==> config.mk <==
export PLATFORM = sky130hd
export DESIGN_NAME = joybus_line_codec
export DESIGN_NICKNAME = d
export VERILOG_FILES = /design/src/rtl/joybus_pkg.sv /design/src/rtl/joybus_crc8.sv /design/src/rtl/joybus_line_codec.sv
export SDC_FILE = /design/constraint.sdc
export NUM_CORES = 1
export LEC_CHECK = 0
export CORE_MARGIN = 5
export CORE_UTILIZATION = 50
export CTS_CLUSTER_SIZE = 24
export DETAILED_ROUTE_END_ITERATION = 10
export PLACE_DENSITY = 0.73
export SKIP_LAST_GASP = 1
export SYNTH_ARGS = -nofsm -noshare
export SYNTH_HDL_FRONTEND = slang
export SYNTH_SLANG_ARGS = --single-unit
==> constraint.sdc <==
create_clock -name clk -period 3.5 [get_ports clk]
set_clock_uncertainty 0.2 [all_clocks]
set_input_delay 0.525 -clock clk [delete_from_list [all_inputs] [get_ports clk]]
set_output_delay 0.525 -clock clk [all_outputs]
set_load 0.02 [all_outputs]
==> src/rtl/joybus_pkg.sv <==
// Joybus line codec shared definitions: FSM states, quarter-count timing
// constants, error codes and the data CRC polynomial/update helper.
package joybus_pkg;

  typedef enum logic [2:0] {
    ST_IDLE,
    ST_TX_LOAD,
    ST_TX_BIT,
    ST_TX_STOP,
    ST_RX_WAIT,
    ST_RX_BIT,
    ST_RX_STOP
  } state_e;

  // Line timing, all in quarter-bit units
  localparam int unsigned TX_BIT_Q     = 4;  // quarters per transmitted bit
  localparam int unsigned TX_STOP_Q    = 3;  // host stop: 1 low + 2 high
  localparam int unsigned TX_LOW1_Q    = 1;  // low quarters for a '1'
  localparam int unsigned TX_LOW0_Q    = 3;  // low quarters for a '0'
  localparam int unsigned RX_SAMPLE_Q  = 2;  // sample point after falling edge
  localparam int unsigned RX_EDGE_Q    = 6;  // window for the next falling edge
  localparam int unsigned RX_STOP_HI_Q = 2;  // idle-high time closing a reply

  localparam logic [1:0] ERR_OK       = 2'b00;
  localparam logic [1:0] ERR_TIMEOUT  = 2'b01;
  localparam logic [1:0] ERR_UNDERRUN = 2'b10;
  localparam logic [1:0] ERR_FRAMING  = 2'b11;

  localparam logic [7:0] CRC_POLY = 8'h85;

  // MSB-first CRC-8 update of one byte, no reflection, no final xor
  function automatic logic [7:0] crc8_update(input logic [7:0] crc,
                                             input logic [7:0] data);
    logic [7:0] c;
    c = crc ^ data;
    for (int unsigned i = 0; i < 8; i++) begin
      c = c[7] ? ((c << 1) ^ CRC_POLY) : (c << 1);
    end
    return c;
  endfunction

endpackage

==> src/rtl/joybus_crc8.sv <==
// Byte-serial Joybus data CRC-8 accumulator (poly 0x85, init 0x00).
module joybus_crc8
  import joybus_pkg::*;
(
  input  logic       clk_i,
  input  logic       reset_l_i,
  input  logic       clear_i,
  input  logic       en_i,
  input  logic [7:0] data_i,
  output logic [7:0] crc_o
);

  logic [7:0] crc_q;

  // Accumulate one byte per enable; clear at the start of each transaction
  always_ff @(posedge clk_i) begin
    if (!reset_l_i) begin
      crc_q <= '0;
    end else if (clear_i) begin
      crc_q <= '0;
    end else if (en_i) begin
      crc_q <= crc8_update(crc_q, data_i);
    end
  end

  assign crc_o = crc_q;

endmodule

==> src/rtl/joybus_line_codec.sv <==
// Joybus physical stage for one joy port: serialises command bytes with
// pulse-width coding onto an open-drain line, then times and decodes the
// controller reply into bytes.
// Optional: define JOYBUS_CRC_EN to compute the reply data CRC on rx_crc.
module joybus_line_codec
  import joybus_pkg::*;
#(
  parameter int unsigned CLK_DIV   = 4,
  parameter int unsigned TIMEOUT_Q = 256,
  parameter int unsigned LEN_W     = 6
) (
  input  logic             clk,
  input  logic             reset_l,
  input  logic             start,
  input  logic [LEN_W-1:0] tx_len,
  input  logic [LEN_W-1:0] rx_len,
  input  logic [7:0]       tx_data,
  input  logic             tx_valid,
  output logic             tx_pop,
  output logic [7:0]       rx_data,
  output logic             rx_push,
  output logic             joy_oe,
  input  logic             joy_in,
  output logic             busy,
  output logic             done,
  output logic [1:0]       err,
  output logic [7:0]       rx_crc
);

  localparam int unsigned PW = (CLK_DIV > 1) ? $clog2(CLK_DIV) : 1;
  localparam int unsigned QW = ($clog2(TIMEOUT_Q + 1) > 3) ? $clog2(TIMEOUT_Q + 1) : 3;

  state_e           state_q;
  logic [PW-1:0]    presc_q;
  logic [QW-1:0]    qcnt_q;
  logic [2:0]       bitc_q;
  logic [LEN_W-1:0] txc_q, rxc_q;
  logic [LEN_W-1:0] tx_len_q, rx_len_q;
  logic [7:0]       shift_q;
  logic [7:0]       rx_data_q;
  logic             tx_pop_q, rx_push_q, joy_oe_q, busy_q, done_q;
  logic [1:0]       err_q;
  logic [2:0]       sync_q;
  logic [1:0]       stop_ph_q;
  logic             sampled_q;

  logic             q_tick, line_s, fall, rise, start_acc;
  logic [QW-1:0]    tx_low;

  // Quarter tick, synchronised line edges and transmit low-time decode
  always_comb begin
    q_tick    = (presc_q == PW'(CLK_DIV - 1));
    line_s    = sync_q[1];
    fall      = sync_q[2] & ~sync_q[1];
    rise      = ~sync_q[2] & sync_q[1];
    tx_low    = shift_q[7] ? QW'(TX_LOW1_Q) : QW'(TX_LOW0_Q);
    start_acc = (state_q == ST_IDLE) && start && !busy_q;
  end

  // Transaction FSM with registered line drive, strobes and status
  always_ff @(posedge clk) begin
    if (!reset_l) begin
      state_q   <= ST_IDLE;
      presc_q   <= '0;
      qcnt_q    <= '0;
      bitc_q    <= '0;
      txc_q     <= '0;
      rxc_q     <= '0;
      tx_len_q  <= '0;
      rx_len_q  <= '0;
      shift_q   <= '0;
      rx_data_q <= '0;
      tx_pop_q  <= 1'b0;
      rx_push_q <= 1'b0;
      joy_oe_q  <= 1'b0;
      busy_q    <= 1'b0;
      done_q    <= 1'b0;
      err_q     <= ERR_OK;
      sync_q    <= '1;
      stop_ph_q <= '0;
      sampled_q <= 1'b0;
    end else begin
      sync_q    <= {sync_q[1:0], joy_in};
      tx_pop_q  <= 1'b0;
      rx_push_q <= 1'b0;
      done_q    <= 1'b0;
      presc_q   <= q_tick ? '0 : presc_q + 1'b1;
      if (q_tick) qcnt_q <= qcnt_q + 1'b1;

      case (state_q)
        ST_IDLE: begin
          // busy stays high through the done cycle, so a start there is ignored
          presc_q  <= '0;
          qcnt_q   <= '0;
          joy_oe_q <= 1'b0;
          busy_q   <= 1'b0;
          if (start_acc) begin
            busy_q   <= 1'b1;
            err_q    <= ERR_OK;
            tx_len_q <= tx_len;
            rx_len_q <= rx_len;
            txc_q    <= '0;
            rxc_q    <= '0;
            if (tx_len == '0) begin
              joy_oe_q <= 1'b1;
              state_q  <= ST_TX_STOP;
            end else begin
              state_q  <= ST_TX_LOAD;
            end
          end
        end

        ST_TX_LOAD: begin
          presc_q <= '0;
          qcnt_q  <= '0;
          bitc_q  <= '0;
          if (tx_valid) begin
            tx_pop_q <= 1'b1;
            shift_q  <= tx_data;
            joy_oe_q <= 1'b1;
            state_q  <= ST_TX_BIT;
          end else begin
            err_q    <= ERR_UNDERRUN;
            joy_oe_q <= 1'b0;
            done_q   <= 1'b1;
            state_q  <= ST_IDLE;
          end
        end

        ST_TX_BIT: begin
          if (q_tick) begin
            if (qcnt_q == QW'(TX_BIT_Q - 1)) begin
              qcnt_q <= '0;
              if (bitc_q == 3'd7) begin
                txc_q <= txc_q + 1'b1;
                if ((txc_q + 1'b1) == tx_len_q) begin
                  joy_oe_q <= 1'b1;
                  state_q  <= ST_TX_STOP;
                end else begin
                  joy_oe_q <= 1'b0;
                  state_q  <= ST_TX_LOAD;
                end
              end else begin
                bitc_q   <= bitc_q + 3'd1;
                shift_q  <= {shift_q[6:0], 1'b0};
                joy_oe_q <= 1'b1;
              end
            end else begin
              joy_oe_q <= ((qcnt_q + 1'b1) < tx_low);
            end
          end
        end

        ST_TX_STOP: begin
          if (q_tick) begin
            joy_oe_q <= 1'b0;
            if (qcnt_q == QW'(TX_STOP_Q - 1)) begin
              qcnt_q <= '0;
              if (rx_len_q == '0) begin
                done_q  <= 1'b1;
                state_q <= ST_IDLE;
              end else begin
                state_q <= ST_RX_WAIT;
              end
            end
          end
        end

        ST_RX_WAIT: begin
          if (fall) begin
            presc_q   <= '0;
            qcnt_q    <= '0;
            bitc_q    <= '0;
            sampled_q <= 1'b0;
            state_q   <= ST_RX_BIT;
          end else if (q_tick && qcnt_q == QW'(TIMEOUT_Q - 1)) begin
            err_q   <= ERR_TIMEOUT;
            done_q  <= 1'b1;
            state_q <= ST_IDLE;
          end
        end

        ST_RX_BIT: begin
          // the bit window restarts at each accepted falling edge; edges before the sample point are ignored
          if (fall && sampled_q) begin
            presc_q   <= '0;
            qcnt_q    <= '0;
            sampled_q <= 1'b0;
          end else if (q_tick) begin
            if (!sampled_q && qcnt_q == QW'(RX_SAMPLE_Q - 1)) begin
              sampled_q <= 1'b1;
              shift_q   <= {shift_q[6:0], line_s};
              bitc_q    <= bitc_q + 3'd1;
              if (bitc_q == 3'd7) begin
                rx_push_q <= 1'b1;
                rx_data_q <= {shift_q[6:0], line_s};
                rxc_q     <= rxc_q + 1'b1;
                if ((rxc_q + 1'b1) == rx_len_q) begin
                  stop_ph_q <= 2'd0;
                  state_q   <= ST_RX_STOP;
                end
              end
            end else if (qcnt_q == QW'(RX_EDGE_Q - 1)) begin
              err_q   <= ERR_FRAMING;
              done_q  <= 1'b1;
              state_q <= ST_IDLE;
            end
          end
        end

        ST_RX_STOP: begin
          // phase 0: stop falling edge (window still timed from last bit start),
          // phase 1: stop pulse low, phase 2: line must stay high
          case (stop_ph_q)
            2'd0: begin
              if (fall) begin
                presc_q   <= '0;
                qcnt_q    <= '0;
                stop_ph_q <= 2'd1;
              end else if (q_tick && qcnt_q == QW'(RX_EDGE_Q - 1)) begin
                err_q   <= ERR_FRAMING;
                done_q  <= 1'b1;
                state_q <= ST_IDLE;
              end
            end
            2'd1: begin
              if (rise) begin
                presc_q   <= '0;
                qcnt_q    <= '0;
                stop_ph_q <= 2'd2;
              end else if (q_tick && qcnt_q == QW'(RX_EDGE_Q - 1)) begin
                err_q   <= ERR_FRAMING;
                done_q  <= 1'b1;
                state_q <= ST_IDLE;
              end
            end
            default: begin
              if (fall) begin
                err_q   <= ERR_FRAMING;
                done_q  <= 1'b1;
                state_q <= ST_IDLE;
              end else if (q_tick && qcnt_q == QW'(RX_STOP_HI_Q - 1)) begin
                err_q   <= ERR_OK;
                done_q  <= 1'b1;
                state_q <= ST_IDLE;
              end
            end
          endcase
        end

        default: begin
          joy_oe_q <= 1'b0;
          state_q  <= ST_IDLE;
        end
      endcase
    end
  end

  assign tx_pop  = tx_pop_q;
  assign rx_data = rx_data_q;
  assign rx_push = rx_push_q;
  assign joy_oe  = joy_oe_q;
  assign busy    = busy_q;
  assign done    = done_q;
  assign err     = err_q;

`ifdef JOYBUS_CRC_EN
  joybus_crc8 u_crc (
    .clk_i     (clk),
    .reset_l_i (reset_l),
    .clear_i   (start_acc),
    .en_i      (rx_push_q),
    .data_i    (rx_data_q),
    .crc_o     (rx_crc)
  );
`else
  assign rx_crc = '0;
`endif

endmodule

==> summary.md <==
| Metric | Value |
|---|---|
| Cts hold-fix bufs | 0 |
| Number of global-route vias before repair | 3623 |
| Main combinational cell family by area after synthesis | simple AND/OR/NAND/NOR gates |
| Number of cell rows | 32 |
| TNS Setup | 0 ns |
| Final period util | 0.847 |
| Post-Layout Cell Count | 659 |
| Hold/Removal Path Class | reg -> reg |
| GRT Util Overall | 0.216 |
| Flops & latches, synth | 70 |
| P per Cell Area | 511 nW/um2 |
| Switch share | 0.393 |
| Most frequent cells in the layout | nand2_1 (79), dfxtp_1 (70), nor2_1 (55) |
| Antenna violations before repair | 0 |
| Filler cells | 730 |
| Drt wl/cell | 16.1 um |
| Slew @ Worst Pin | 0.865 ns |
| Crit-path max FO | 12 |
| Asr flop ratio synth | 0 |
| Initial drt markers | 445 |
| DRC violations left | 0 |
| Final setup violation count | 0 |
| WS Path Type | reg -> reg |
| Largest net degree at the start of global routing | 21 |
| R2r setup slk | 0.53 ns |
| Clk buf depth | 2 |
| Mux cell area share after synthesis | 0.0350 |
| Number of synthesized flops with an enable pin | 0 |
| IO buf count | 39 |
| Final min period | 2.97 ns |
| Post-synthesis simple-gate area fraction | 0.293 |
| Reg2reg start | qcnt_q[0] |
| Slew margin rel. | 0.408 |
| Die ar. | 9980 um2 |
| CTS root buf | clkbuf_8 |
| Post-CTS Setup Bufs | 0 |
| Internal power | 1.44 mW |
| Worst-skew pair later-pin latency | 0.34 ns |
| DR pass1 iterations | 7 |
| Required time worst endpoint | 3.53 ns |
| Die X | 99.9 um |
| Global placer's final weighted congestion | 0.949 |
| Sequential power share | 0.419 |
| Layout cells sized above 1 | 0.0682 |
| RR Endpoint | state_q[1] |
| CTS Sinks | 70 |
| Mapped Area | 4040 um2 |
| Max Fclk | 0.337 GHz |
| Layout area overhead | 15.1% |
| CTS tree | yes |
| Antenna Nets Post-Route | 0 |
| ANT cells | 0 |
| Num CTS Buffers | 9 |
| Post-Synth Adder-Cell Area | 0.0341 |
| Synth unique cells | 69 |
| Inst Count DP | 644 |
| Final hold vios | 0 |
| Mean post-synth cell area | 7.74 um2 |
| Die Y | 99.9 um |
| Initial Util | 0.517 |
| Reg clk slew, reported paths | 0.08 ns |
| Outcome | completed |
| Crit. End Element | flop |
| Combinational power share | 0.341 |
| Clock group share of total power | 0.240 |
| Grt total ovfl | 0 |
| Max-Cap Viols | 0 |
| Total number of vias | 3865 |
| Core area | 7810 um2 |
| Post-layout net count | 589 |
| CTS resizes | 0 |
| Vias per inst | 5.86 |
| Unrepaired setup endpoints after global routing | false |
| Final Max Tran Viols | 0 |
| Net Sw Power | 0.934 mW |
| Path depth of the worst reg2reg path | 10 |
| Synth Flop Type | dfxtp_1 |
| Worst Setup EP | state_q[1] |
| Critical path arrival | 3.00 ns |
| Number of I/O pins | 48 |
| Drt total wl | 10600 um |
| Most common cell after layout, fill and taps aside | nand2_1 |
| Global-route wire length before repair | 17700 um |
| Sequential element share of the synthesized area | 0.347 |
| Synthesis Warnings | 0 |
| H-tree level count | 3 |
| CP startpoint kind | flop |
| Leakage | 1.66 nW |
| Sequential cell area | 1400 um2 |
| Max VDD drop | 0.274 mV |
| Critical path origin | qcnt_q[0] |
| Area of the multi-input gates | 2440 um2 |
| Synth Area in Compound Gates | 0.191 |
| DPL Wire Length | 7910 um |
| Synth Instances | 522 |
| Xor and xnor area share after synthesis | 0.0434 |
==> stage by stage <==
step	power, mW	util	cell area [um2]	hold slack [ns]	setup WS, ns
after floorplan	1.57	-	4070	0.186	0.742
after global placement	1.79	0.575	4490	0.193	0.647
after detailed placement	1.81	0.575	4490	0.200	0.583
after CTS	2.38	0.596	4650	0.223	0.565
after global routing	2.53	0.596	4650	0.241	0.398
final	2.38	0.596	4650	0.216	0.534
==> cell usage after synthesis (7+ instances only) <==
cell type | number | area (um2)
nand3_1 | 18 | 90.1
mux2i_1 | 13 | 130
nand2b_1 | 9 | 56.3
o21ai_0 | 27 | 135
a31oi_1 | 8 | 50.1
ha_1 | 11 | 138
xnor2_1 | 11 | 96.3
nand2_1 | 79 | 297
buf_4 | 8 | 60.1
inv_1 | 11 | 41.3
dfxtp_1 | 70 | 1400
clkbuf_1 | 24 | 90.1
a21oi_1 | 39 | 195
and3_1 | 8 | 50.1
and2_1 | 7 | 43.8
nor3_1 | 14 | 70.1
xor2_1 | 9 | 78.8
a311oi_1 | 10 | 87.6
nor2_1 | 55 | 206
nand4_1 | 8 | 50.1
==> critical path: stages (launching register included) <==
cell and delay, ns:
dfxtp_1 0.45, ha_1 0.42, nand3_1 0.12, nor2_1 0.17
ha_1 0.21, o21ai_0 0.10, nor2_1 0.11, a211oi_1 0.06
or4_4 0.52, a211o_1 0.25, o221a_1 0.24
==> registers in the layout, indices dropped and copies added (netlist names) <==
signal / count
shift_q: 8
joy_oe: 1
stop_ph_q: 2
txc_q: 6
err: 2
busy: 1
qcnt_q: 9
rx_data: 8
rx_len_q: 6
presc_q: 2
rx_push: 1
state_q: 3
bitc_q: 3
sync_q: 3
tx_pop: 1
tx_len_q: 6
rxc_q: 6
done: 1
sampled_q: 1
==> power groups by stage <==
stage | Combinational [mW] | Sequential (mW) | Clock (mW)
global placement | 0.782 | 1.01 | 0
detailed placement | 0.799 | 1.01 | 0
global route | 0.895 | 1.01 | 0.623
floorplan | 0.601 | 0.971 | 0
finish | 0.811 | 0.996 | 0.570
CTS | 0.801 | 0.992 | 0.584
==> routing by layer <==
layer  track usage  up-vias  routed length (um)
li1              -     1906                   -
met1         0.303     1784                4910
met2         0.339      156                4800
met3        0.0382       19                 700
met4        0.0662        0                 168
met5             0        -                   0
==> logic make-up after synthesis <==
family,after synthesis
compound gates,120
buf+inv,49
simple gates,237
fa+ha+maj,11
other cells,1
flops,70
xor+xnor,20
mux,14
==> area by class of cell <==
type,instances,share of cell area
clock buffers,9,0.0266
clock inverters,6,0.00834
inverters,11,0.00888
multi-input cells,410,0.524
flip-flops and latches,70,0.301
well taps,102,0.0274
repair buffers,51,0.103
==> how the worst min path moves through the flow <==
stage,start,cells after the start,to
2_1_floorplan,sync_q[0],1,sync_q[1]
3_3_place_gp,sync_q[0],1,sync_q[1]
3_5_place_dp,sync_q[0],1,sync_q[1]
4_1_cts,sync_q[0],1,sync_q[1]
5_1_grt,sync_q[0],1,sync_q[1]
6_report,sync_q[0],1,sync_q[1]
Power figures use the tool's default switching activity.
